### config.mk
export PLATFORM = sky130hd
export DESIGN_NAME = ctrl_store_sequencer_flat
export DESIGN_NICKNAME = d
export VERILOG_FILES = /design/src/rtl/ctrl_store_sequencer_pkg.sv /design/src/rtl/ctrl_store_sequencer_if.sv /design/src/rtl/ctrl_store_sequencer_port_arb.sv /design/src/rtl/ctrl_store_sequencer.sv /design/src/flat_wrapper.sv
export SDC_FILE = /design/constraint.sdc
export NUM_CORES = 1
export LEC_CHECK = 0
export ABC_AREA = 1
export CORE_AREA = 2 2 173 175
export DETAILED_ROUTE_END_ITERATION = 10
export DIE_AREA = 0 0 175 177
export GPL_ROUTABILITY_DRIVEN = 0
export PLACE_DENSITY = 0.63
export SLEW_MARGIN = 20
export SYNTH_ARGS = -nofsm -noshare
export SYNTH_HDL_FRONTEND = slang
export SYNTH_HIERARCHICAL = 1
export SYNTH_SLANG_ARGS = --single-unit
### constraint.sdc
create_clock -name CLK_100 -period 3.7 [get_ports CLK_100]
set_input_delay 0.37 -clock CLK_100 [delete_from_list [all_inputs] [get_ports CLK_100]]
set_output_delay 0.37 -clock CLK_100 [all_outputs]
set_load 0.05 [all_outputs]
### src/rtl/ctrl_store_sequencer_pkg.sv
// lctrl_pkg: shared constants and state encoding for the control-store
// sequencer.
//   DEF_ADDR_WIDTH / DEF_CTRL_WIDTH : default store geometry (4096 x 72)
//   COMPLETE_BIT                    : control-word bit that ends playback
//   state_e                         : sequencer FSM encoding
package lctrl_pkg;

   localparam int DEF_ADDR_WIDTH = 12;
   localparam int DEF_CTRL_WIDTH = 72;
   localparam int COMPLETE_BIT   = 0;

   typedef enum logic [2:0] {
      ST_IDLE  = 3'd0,
      ST_RUN   = 3'd1,
      ST_PAUSE = 3'd2,
      ST_DONE  = 3'd3
   } state_e;

endpackage

### src/rtl/ctrl_store_sequencer_if.sv
// Host loader port of the control-store sequencer (ZYNQ BRAM-style).
//   master : host side, drives host_req/host_we/host_addr/host_wdata
//   slave  : sequencer side, returns host_gnt/host_rvalid/host_rdata
interface ctrl_store_sequencer_if #(
   parameter int ADDR_WIDTH = lctrl_pkg::DEF_ADDR_WIDTH,
   parameter int CTRL_WIDTH = lctrl_pkg::DEF_CTRL_WIDTH
);
   logic                  host_req;
   logic                  host_we;
   logic [ADDR_WIDTH-1:0] host_addr;
   logic [CTRL_WIDTH-1:0] host_wdata;
   logic                  host_gnt;
   logic                  host_rvalid;
   logic [CTRL_WIDTH-1:0] host_rdata;

   modport master (
      output host_req, host_we, host_addr, host_wdata,
      input  host_gnt, host_rvalid, host_rdata
   );

   modport slave (
      input  host_req, host_we, host_addr, host_wdata,
      output host_gnt, host_rvalid, host_rdata
   );
endinterface

### src/rtl/ctrl_store_sequencer_port_arb.sv
// ctrl_port_arb: single-port SRAM mux between sequencer fetches and the host
// loader, plus the host read-return register.
//   CLK_100, RST          : clock, synchronous active-high reset
//   host                  : host port (slave modport)
//   host_allow            : sequencer state permits a host grant this cycle
//   seq_issue, seq_addr   : sequencer read request (always wins)
//   mem_csb/web/addr/din  : SRAM controls; addr/din hold when deselected
//   mem_dout              : SRAM read data, one-cycle latency
module ctrl_port_arb
   import lctrl_pkg::*;
#(
   parameter int ADDR_WIDTH = DEF_ADDR_WIDTH,
   parameter int CTRL_WIDTH = DEF_CTRL_WIDTH
) (
   input  logic                  CLK_100,
   input  logic                  RST,
   ctrl_store_sequencer_if.slave host,
   input  logic                  host_allow,
   input  logic                  seq_issue,
   input  logic [ADDR_WIDTH-1:0] seq_addr,
   output logic                  mem_csb,
   output logic                  mem_web,
   output logic [ADDR_WIDTH-1:0] mem_addr,
   output logic [CTRL_WIDTH-1:0] mem_din,
   input  logic [CTRL_WIDTH-1:0] mem_dout
);

   logic                  gnt;
   logic                  rvalid_q;
   logic [ADDR_WIDTH-1:0] addr_q;
   logic [CTRL_WIDTH-1:0] din_q;
   logic [CTRL_WIDTH-1:0] rdata_q;

   assign gnt = host.host_req && host_allow && !seq_issue;

   always_comb begin
      mem_csb  = !(seq_issue || gnt);
      mem_web  = !(gnt && host.host_we);
      mem_addr = addr_q;
      mem_din  = din_q;
      if (seq_issue)
         mem_addr = seq_addr;
      else if (gnt)
         mem_addr = host.host_addr;
      if (gnt && host.host_we)
         mem_din = host.host_wdata;
   end

   always_ff @(posedge CLK_100) begin
      if (RST) begin
         addr_q   <= '0;
         din_q    <= '0;
         rvalid_q <= 1'b0;
         rdata_q  <= '0;
      end else begin
         if (!mem_csb) addr_q <= mem_addr;
         if (!mem_web) din_q  <= mem_din;
         rvalid_q <= gnt && !host.host_we;
         if (rvalid_q) rdata_q <= mem_dout;
      end
   end

   // Read data is live from the macro in the return cycle, then held.
   assign host.host_gnt    = gnt;
   assign host.host_rvalid = rvalid_q;
   assign host.host_rdata  = rvalid_q ? mem_dout : rdata_q;

endmodule

### src/rtl/ctrl_store_sequencer.sv
// ctrl_store_sequencer: shares the control-store SRAM between the host
// loader and instruction playback (free-run, single-step, breakpoint).
//   CLK_100, RST            : clock, synchronous active-high reset
//   host                    : host load/read port (slave modport)
//   start, step_mode, step  : playback control
//   brk_en, brk_addr, abort : breakpoint and abort
//   mem_*                   : SRAM macro port
//   ctrl_out, ctrl_valid    : delivered control word to the decoder
//   busy, done, wrap_err    : status
//   pc, word_count, state   : next fetch address, delivered count, debug
//
// state  | meaning
// IDLE   | no playback, host owns the port
// RUN    | fetch one word per cycle
// PAUSE  | halted by step_mode or breakpoint; step fetches one word
// DONE   | complete bit seen or store wrapped; pc/word_count held
module ctrl_store_sequencer
   import lctrl_pkg::*;
#(
   parameter int ADDR_WIDTH = DEF_ADDR_WIDTH,
   parameter int CTRL_WIDTH = DEF_CTRL_WIDTH
) (
   input  logic                  CLK_100,
   input  logic                  RST,
   ctrl_store_sequencer_if.slave host,
   input  logic                  start,
   input  logic                  step_mode,
   input  logic                  step,
   input  logic                  brk_en,
   input  logic [ADDR_WIDTH-1:0] brk_addr,
   input  logic                  abort,
   output logic                  mem_csb,
   output logic                  mem_web,
   output logic [ADDR_WIDTH-1:0] mem_addr,
   output logic [CTRL_WIDTH-1:0] mem_din,
   input  logic [CTRL_WIDTH-1:0] mem_dout,
   output logic [CTRL_WIDTH-1:0] ctrl_out,
   output logic                  ctrl_valid,
   output logic                  busy,
   output logic                  done,
   output logic                  wrap_err,
   output logic [ADDR_WIDTH-1:0] pc,
   output logic [ADDR_WIDTH:0]   word_count,
   output logic [2:0]            state
);

   localparam logic [ADDR_WIDTH-1:0] PC_MAX = '1;
   localparam logic [ADDR_WIDTH-1:0] PC_INC = 1;
   localparam logic [ADDR_WIDTH:0]   WC_MAX = {1'b1, {ADDR_WIDTH{1'b0}}};
   localparam logic [ADDR_WIDTH:0]   WC_INC = 1;

   state_e                state_q, state_d;
   logic [ADDR_WIDTH-1:0] pc_q;
   logic [ADDR_WIDTH:0]   wc_q;
   logic                  pend_q;   // sequencer read in flight, data now on mem_dout
   logic                  last_q;   // in-flight read was the top address
   logic                  skip_q;   // ignore breakpoint until the next issue
   logic                  wrap_q;

   logic launch, resume, brk_hit, seq_issue, advance, finish, host_allow;

   assign launch  = (state_q == ST_IDLE || state_q == ST_DONE) && start;
   assign resume  = (state_q == ST_PAUSE) && start && !step_mode;
   assign brk_hit = (state_q == ST_RUN) && brk_en && (pc_q == brk_addr)
                    && !skip_q && !last_q;
   // The top-address word ends playback whether or not it completes.
   assign finish  = pend_q && (mem_dout[COMPLETE_BIT] || last_q);
   // A fetch issued in the completion cycle still reaches the macro but is
   // never delivered and does not move pc.
   assign advance = seq_issue && !(pend_q && mem_dout[COMPLETE_BIT]);
   assign host_allow = !RST && (state_q != ST_RUN) && !launch;

   always_comb begin
      seq_issue = 1'b0;
      if (!RST && !abort && !last_q) begin
         case (state_q)
            ST_RUN:   seq_issue = !brk_hit;
            ST_PAUSE: seq_issue = step && !resume;
            default:  seq_issue = 1'b0;
         endcase
      end
   end

   always_comb begin
      state_d = state_q;
      case (state_q)
         ST_IDLE, ST_DONE: if (start) state_d = step_mode ? ST_PAUSE : ST_RUN;
         ST_RUN: begin
            if (brk_hit) state_d = ST_PAUSE;
            if (finish)  state_d = ST_DONE;
         end
         ST_PAUSE: begin
            if (resume) state_d = ST_RUN;
            if (finish) state_d = ST_DONE;
         end
         default: state_d = ST_IDLE;
      endcase
      if (abort) state_d = ST_IDLE;
   end

   always_ff @(posedge CLK_100) begin
      if (RST) begin
         state_q <= ST_IDLE;
         pc_q    <= '0;
         wc_q    <= '0;
         pend_q  <= 1'b0;
         last_q  <= 1'b0;
         skip_q  <= 1'b0;
         wrap_q  <= 1'b0;
      end else begin
         state_q <= state_d;
         if (pend_q && wc_q != WC_MAX) wc_q <= wc_q + WC_INC;
         if (abort) begin
            pend_q <= 1'b0;
            last_q <= 1'b0;
            skip_q <= 1'b0;
         end else if (launch) begin
            pc_q   <= '0;
            wc_q   <= '0;
            wrap_q <= 1'b0;
            pend_q <= 1'b0;
            last_q <= 1'b0;
            skip_q <= 1'b0;
         end else begin
            pend_q <= advance;
            if (pend_q) last_q <= 1'b0;
            if (advance) begin
               pc_q   <= pc_q + PC_INC;
               skip_q <= 1'b0;
               if (pc_q == PC_MAX) last_q <= 1'b1;
            end
            if (resume) skip_q <= 1'b1;
            if (pend_q && last_q && !mem_dout[COMPLETE_BIT]) wrap_q <= 1'b1;
         end
      end
   end

   ctrl_port_arb #(
      .ADDR_WIDTH (ADDR_WIDTH),
      .CTRL_WIDTH (CTRL_WIDTH)
   ) u_arb (
      .CLK_100    (CLK_100),
      .RST        (RST),
      .host       (host),
      .host_allow (host_allow),
      .seq_issue  (seq_issue),
      .seq_addr   (pc_q),
      .mem_csb    (mem_csb),
      .mem_web    (mem_web),
      .mem_addr   (mem_addr),
      .mem_din    (mem_din),
      .mem_dout   (mem_dout)
   );

   assign ctrl_valid = pend_q;
   assign ctrl_out   = pend_q ? mem_dout : '0;
   assign busy       = (state_q == ST_RUN) || (state_q == ST_PAUSE);
   assign done       = (state_q == ST_DONE);
   assign wrap_err   = wrap_q;
   assign pc         = pc_q;
   assign word_count = wc_q;
   assign state      = state_q;

endmodule

### src/flat_wrapper.sv
// flat-port wrapper written by rule: the top's interface ports become plain ports
module ctrl_store_sequencer_flat import lctrl_pkg::*;
#(
   parameter int ADDR_WIDTH = DEF_ADDR_WIDTH,
   parameter int CTRL_WIDTH = DEF_CTRL_WIDTH
)
  (CLK_100, RST, start, step_mode, step, brk_en, brk_addr, abort, mem_csb, mem_web, mem_addr, mem_din, mem_dout, ctrl_out, ctrl_valid, busy, done, wrap_err, pc, word_count, state, host_host_req, host_host_we, host_host_addr, host_host_wdata, host_host_gnt, host_host_rvalid, host_host_rdata);
  ctrl_store_sequencer_if #(.ADDR_WIDTH(ADDR_WIDTH), .CTRL_WIDTH(CTRL_WIDTH)) host_i ();
  input  logic CLK_100;
  input  logic RST;
  input  logic start;
  input  logic step_mode;
  input  logic step;
  input  logic brk_en;
  input  logic [ADDR_WIDTH-1:0] brk_addr;
  input  logic abort;
  output logic mem_csb;
  output logic mem_web;
  output logic [ADDR_WIDTH-1:0] mem_addr;
  output logic [CTRL_WIDTH-1:0] mem_din;
  input  logic [CTRL_WIDTH-1:0] mem_dout;
  output logic [CTRL_WIDTH-1:0] ctrl_out;
  output logic ctrl_valid;
  output logic busy;
  output logic done;
  output logic wrap_err;
  output logic [ADDR_WIDTH-1:0] pc;
  output logic [ADDR_WIDTH:0] word_count;
  output logic [2:0] state;
  input wire logic [$bits(host_i.host_req)-1:0] host_host_req;
  input wire logic [$bits(host_i.host_we)-1:0] host_host_we;
  input wire logic [$bits(host_i.host_addr)-1:0] host_host_addr;
  input wire logic [$bits(host_i.host_wdata)-1:0] host_host_wdata;
  output wire logic [$bits(host_i.host_gnt)-1:0] host_host_gnt;
  output wire logic [$bits(host_i.host_rvalid)-1:0] host_host_rvalid;
  output wire logic [$bits(host_i.host_rdata)-1:0] host_host_rdata;
  assign host_i.host_req = host_host_req;
  assign host_i.host_we = host_host_we;
  assign host_i.host_addr = host_host_addr;
  assign host_i.host_wdata = host_host_wdata;
  assign host_host_gnt = host_i.host_gnt;
  assign host_host_rvalid = host_i.host_rvalid;
  assign host_host_rdata = host_i.host_rdata;
  ctrl_store_sequencer #(.ADDR_WIDTH(ADDR_WIDTH), .CTRL_WIDTH(CTRL_WIDTH)) u_core (.CLK_100(CLK_100), .RST(RST), .host(host_i), .start(start), .step_mode(step_mode), .step(step), .brk_en(brk_en), .brk_addr(brk_addr), .abort(abort), .mem_csb(mem_csb), .mem_web(mem_web), .mem_addr(mem_addr), .mem_din(mem_din), .mem_dout(mem_dout), .ctrl_out(ctrl_out), .ctrl_valid(ctrl_valid), .busy(busy), .done(done), .wrap_err(wrap_err), .pc(pc), .word_count(word_count), .state(state));
endmodule
==> results.yml <==
worst_setup_path:
  worstSetupPathType: "flip-flop to output pin"
  worstPathArrival_ps: 3050
  path_common_cell: "inv_1"
  crit_path_start_kind: "flip-flop"
  timing.reg2reg.worst_path_depth: 11
  critical_path.cell_chain: "inv_1 > ha_1 > nor4_2 > nand2_1 > inv_1 > inv_2 > buf_4 > nand3_2 > nor2_1 > nor2_1 > inv_1 > buf_12"
  endpoint_kind: "output pin"
  required_ps: 3330
  crit_slowest_cell: "nor4_2"
  worstPathMaxFanout: 14
  critical_path.max_stage_delay_ps: 480
die:
  die_x_um: 175
  initial_utilization: 0.329
  io-pin-count: 441
  coreArea_um2: 29200
  die-area_um2: 31000
  fp-row-count: 63
  die_h_um: 177
global_routing:
  antenna_found_initial: 3
  track_usage: 0.210
  grt-ovfl-total: 0
  grt_first_pass_wirelength_um: 52200
  grt_max_degree: 83
  grt_pass1_vias: 9680
timing:
  maxSlewHeadroom: 0.381
  fin_crit_sh: 0.923
  layout_setup_ws_ps: 283
  hold_ws_ps: 245
  timing.final.crit_period_ps: 3420
  final.setup.tns_ps: 0
  fin_skew_ps: 21.7
  worstMarginPinSlew_ps: 928
  max_freq_ghz: 0.293
  rsz0062_at_grt: "no"
  setup_viol: 0
  slew_viol_final: 0
  finalHoldViolations: 0
cts:
  cts_root_buf: "clkbuf_16"
  cts_buffers: 17
  cts.sinks: 188
  clk_pin_slew_ps: 90
  cts.path.max_buffers: 2
  post_cts_buffers: 0
  cts_hold_buf: 0
  clkLatencyLatePin_ps: 430
  htreeDepth: 4
  cts_tree: "yes"
pwr:
  ir_worst_vdd_mv: 0.267
  power.leakage_uw: 0.00801
  power_density_nw_per_um2: 363
finish:
  fin_area_um2: 14800
  drive_above_1_share: 0.0745
  nets: 2169
  final_util: 0.507
  fillers: 2969
  syn_to_final_growth_pct: 54.4
synth:
  synthTopCellsByCount: "nand2_1, inv_1, dfxtp_1"
  syn_inst: 1590
  synth_xor_area_frac: 0.0128
  syn_nets: 1773
  synth_cell_types: 36
  synth_top_family_by_area: "simple AND/OR/NAND/NOR gates"
  synth_warnings: 6
  netlist_top_cells_area: "dfxtp_1, nand2_1, inv_1, nor2_1, nand3_1"
  synthSimpleGateAreaFrac: 0.350
  yosysTopAreaCell: "dfxtp_1"
  synth-edff-count: 0
  syn_avg_cell_area_um2: 6.05
  async_reset_ff_frac: 0
  synth-seq-cells: 188
  yosysMostFrequentCell: "nand2_1"
  synth-adder-area-share: 0.00781
  syn_area_um2: 9610
  yosysSeqAreaShare: 0.392
  synth_compound_area_frac: 0.0620
  synth_top_area_share: 0.392
  synth_mux_area_frac: 0
  yosys_most_used_dff: "dfxtp_1"
status:
  outcome: "finished, final reports clean"
detailed_routing:
  drtPass1Iterations: 5
  via_count: 10552
  drc: 0
  first_iter_violations: 770
  wl_per_cell_um: 14.0
  routed_wl_um: 33400
  post_drt_via_cell_ratio: 4.41
  drtAntennaViolNets: 0
place:
  pre_cts_ws_ps: 360
  dpl_cell_area_um2: 14200
  port_buffers: 439
  dpl.hpwl_um: 24900
worst_hold_path:
  hold_depth: 4
  hold_class: "input pin to flip-flop"
flow_run:
  max-cap-violations: 0
-- final timing paths --
path	slack [ps]	end	from
max	280	mem_addr[10]	u_core/state[0]$_SDFFE_PP0P_
max reg2reg	1170	u_core/u_arb/addr_q[10]$_SDFFE_PP0N_	u_core/state[0]$_SDFFE_PP0P_
min	250	u_core/state[0]$_SDFFE_PP0P_	RST
min reg2reg	470	u_core/u_arb/rdata_q[40]$_SDFF_PP0_	u_core/u_arb/rdata_q[40]$_SDFF_PP0_
-- what timing repair did --
action                     CTS  global route
setup endpoints to repair    0            85
gates resized for setup      0             4
hold endpoints to repair     0             0
-- power breakdown --
part           switching [uW]  leakage, uW  total (uW)  internal [uW]
logic                     888      0.00620        1390            500
clock network             948     0.000287        1870            918
registers                42.0      0.00153        2140           2090
-- kinds of logic after synthesis --
kind of cell               Yosys count
AOI/OAI and AO/OA                  112
other                                1
DFF                                188
buffers and inverters              436
and+or+nand+nor                    833
xor gates and xnor gates            14
adders and majority gates            6
-- through the flow --
stage	instances	power [uW]
2_1_floorplan	1590	3000
3_5_place_dp	2357	3570
6_report	2391	5390
4_1_cts	2389	5470
5_1_grt	2389	5650
3_3_place_gp	2357	3570
-- layer usage --
layer | global-route usage | routed length (um)
met3 | 0.0548 | 2550
met1 | 0.253 | 13800
met2 | 0.372 | 16600
met4 | 0.0531 | 422
met5 | 0 | 18
-- cell usage in the layout (no fill, tap or decap), types with 12 or more instances in the layout --
cell	n
nand2_1	536
inv_1	358
clkdlybuf4s50_1	350
dfxtp_1	186
nor2_1	158
nand3_1	107
a21oi_1	92
buf_4	84
clkbuf_16	17
buf_12	15
nor3_1	14
xor2_1	12
-- area by class of cell --
cell class / instances / area (um2) / area share
multi-input cells: 966 / 4170 / 0.281
well taps: 390 / 488 / 0.0329
diodes: 2 / 5.00 / 0.000337
inverters: 362 / 1360 / 0.0916
repair buffers: 451 / 4450 / 0.300
clock buffers: 18 / 429 / 0.0289
flip-flops and latches: 188 / 3770 / 0.254
clock inverters: 14 / 169 / 0.0114
-- worst max-delay path: cells and delay by family, from the launching register on --
| kind | cells | cell delay (ps) |
|---|---|---|
| buf+inv | 6 | 770 |
| fa+ha+maj | 1 | 330 |
| simple gates | 5 | 1110 |
| flops | 1 | 380 |
-- sequential cells by signal, indices dropped and copies added (netlist names) --
name                           cells
u_core/word_count                 13
u_core/pc                         12
u_core/wrap_err                    1
u_core/state                       2
u_core/u_arb/host.host_rvalid      1
u_core/ctrl_valid                  1
u_core/u_arb/addr_q               12
u_core/last_q                      1
u_core/skip_q                      1
u_core/u_arb/rdata_q              72
u_core/u_arb/din_q                72
Power figures use the tool's default switching activity.
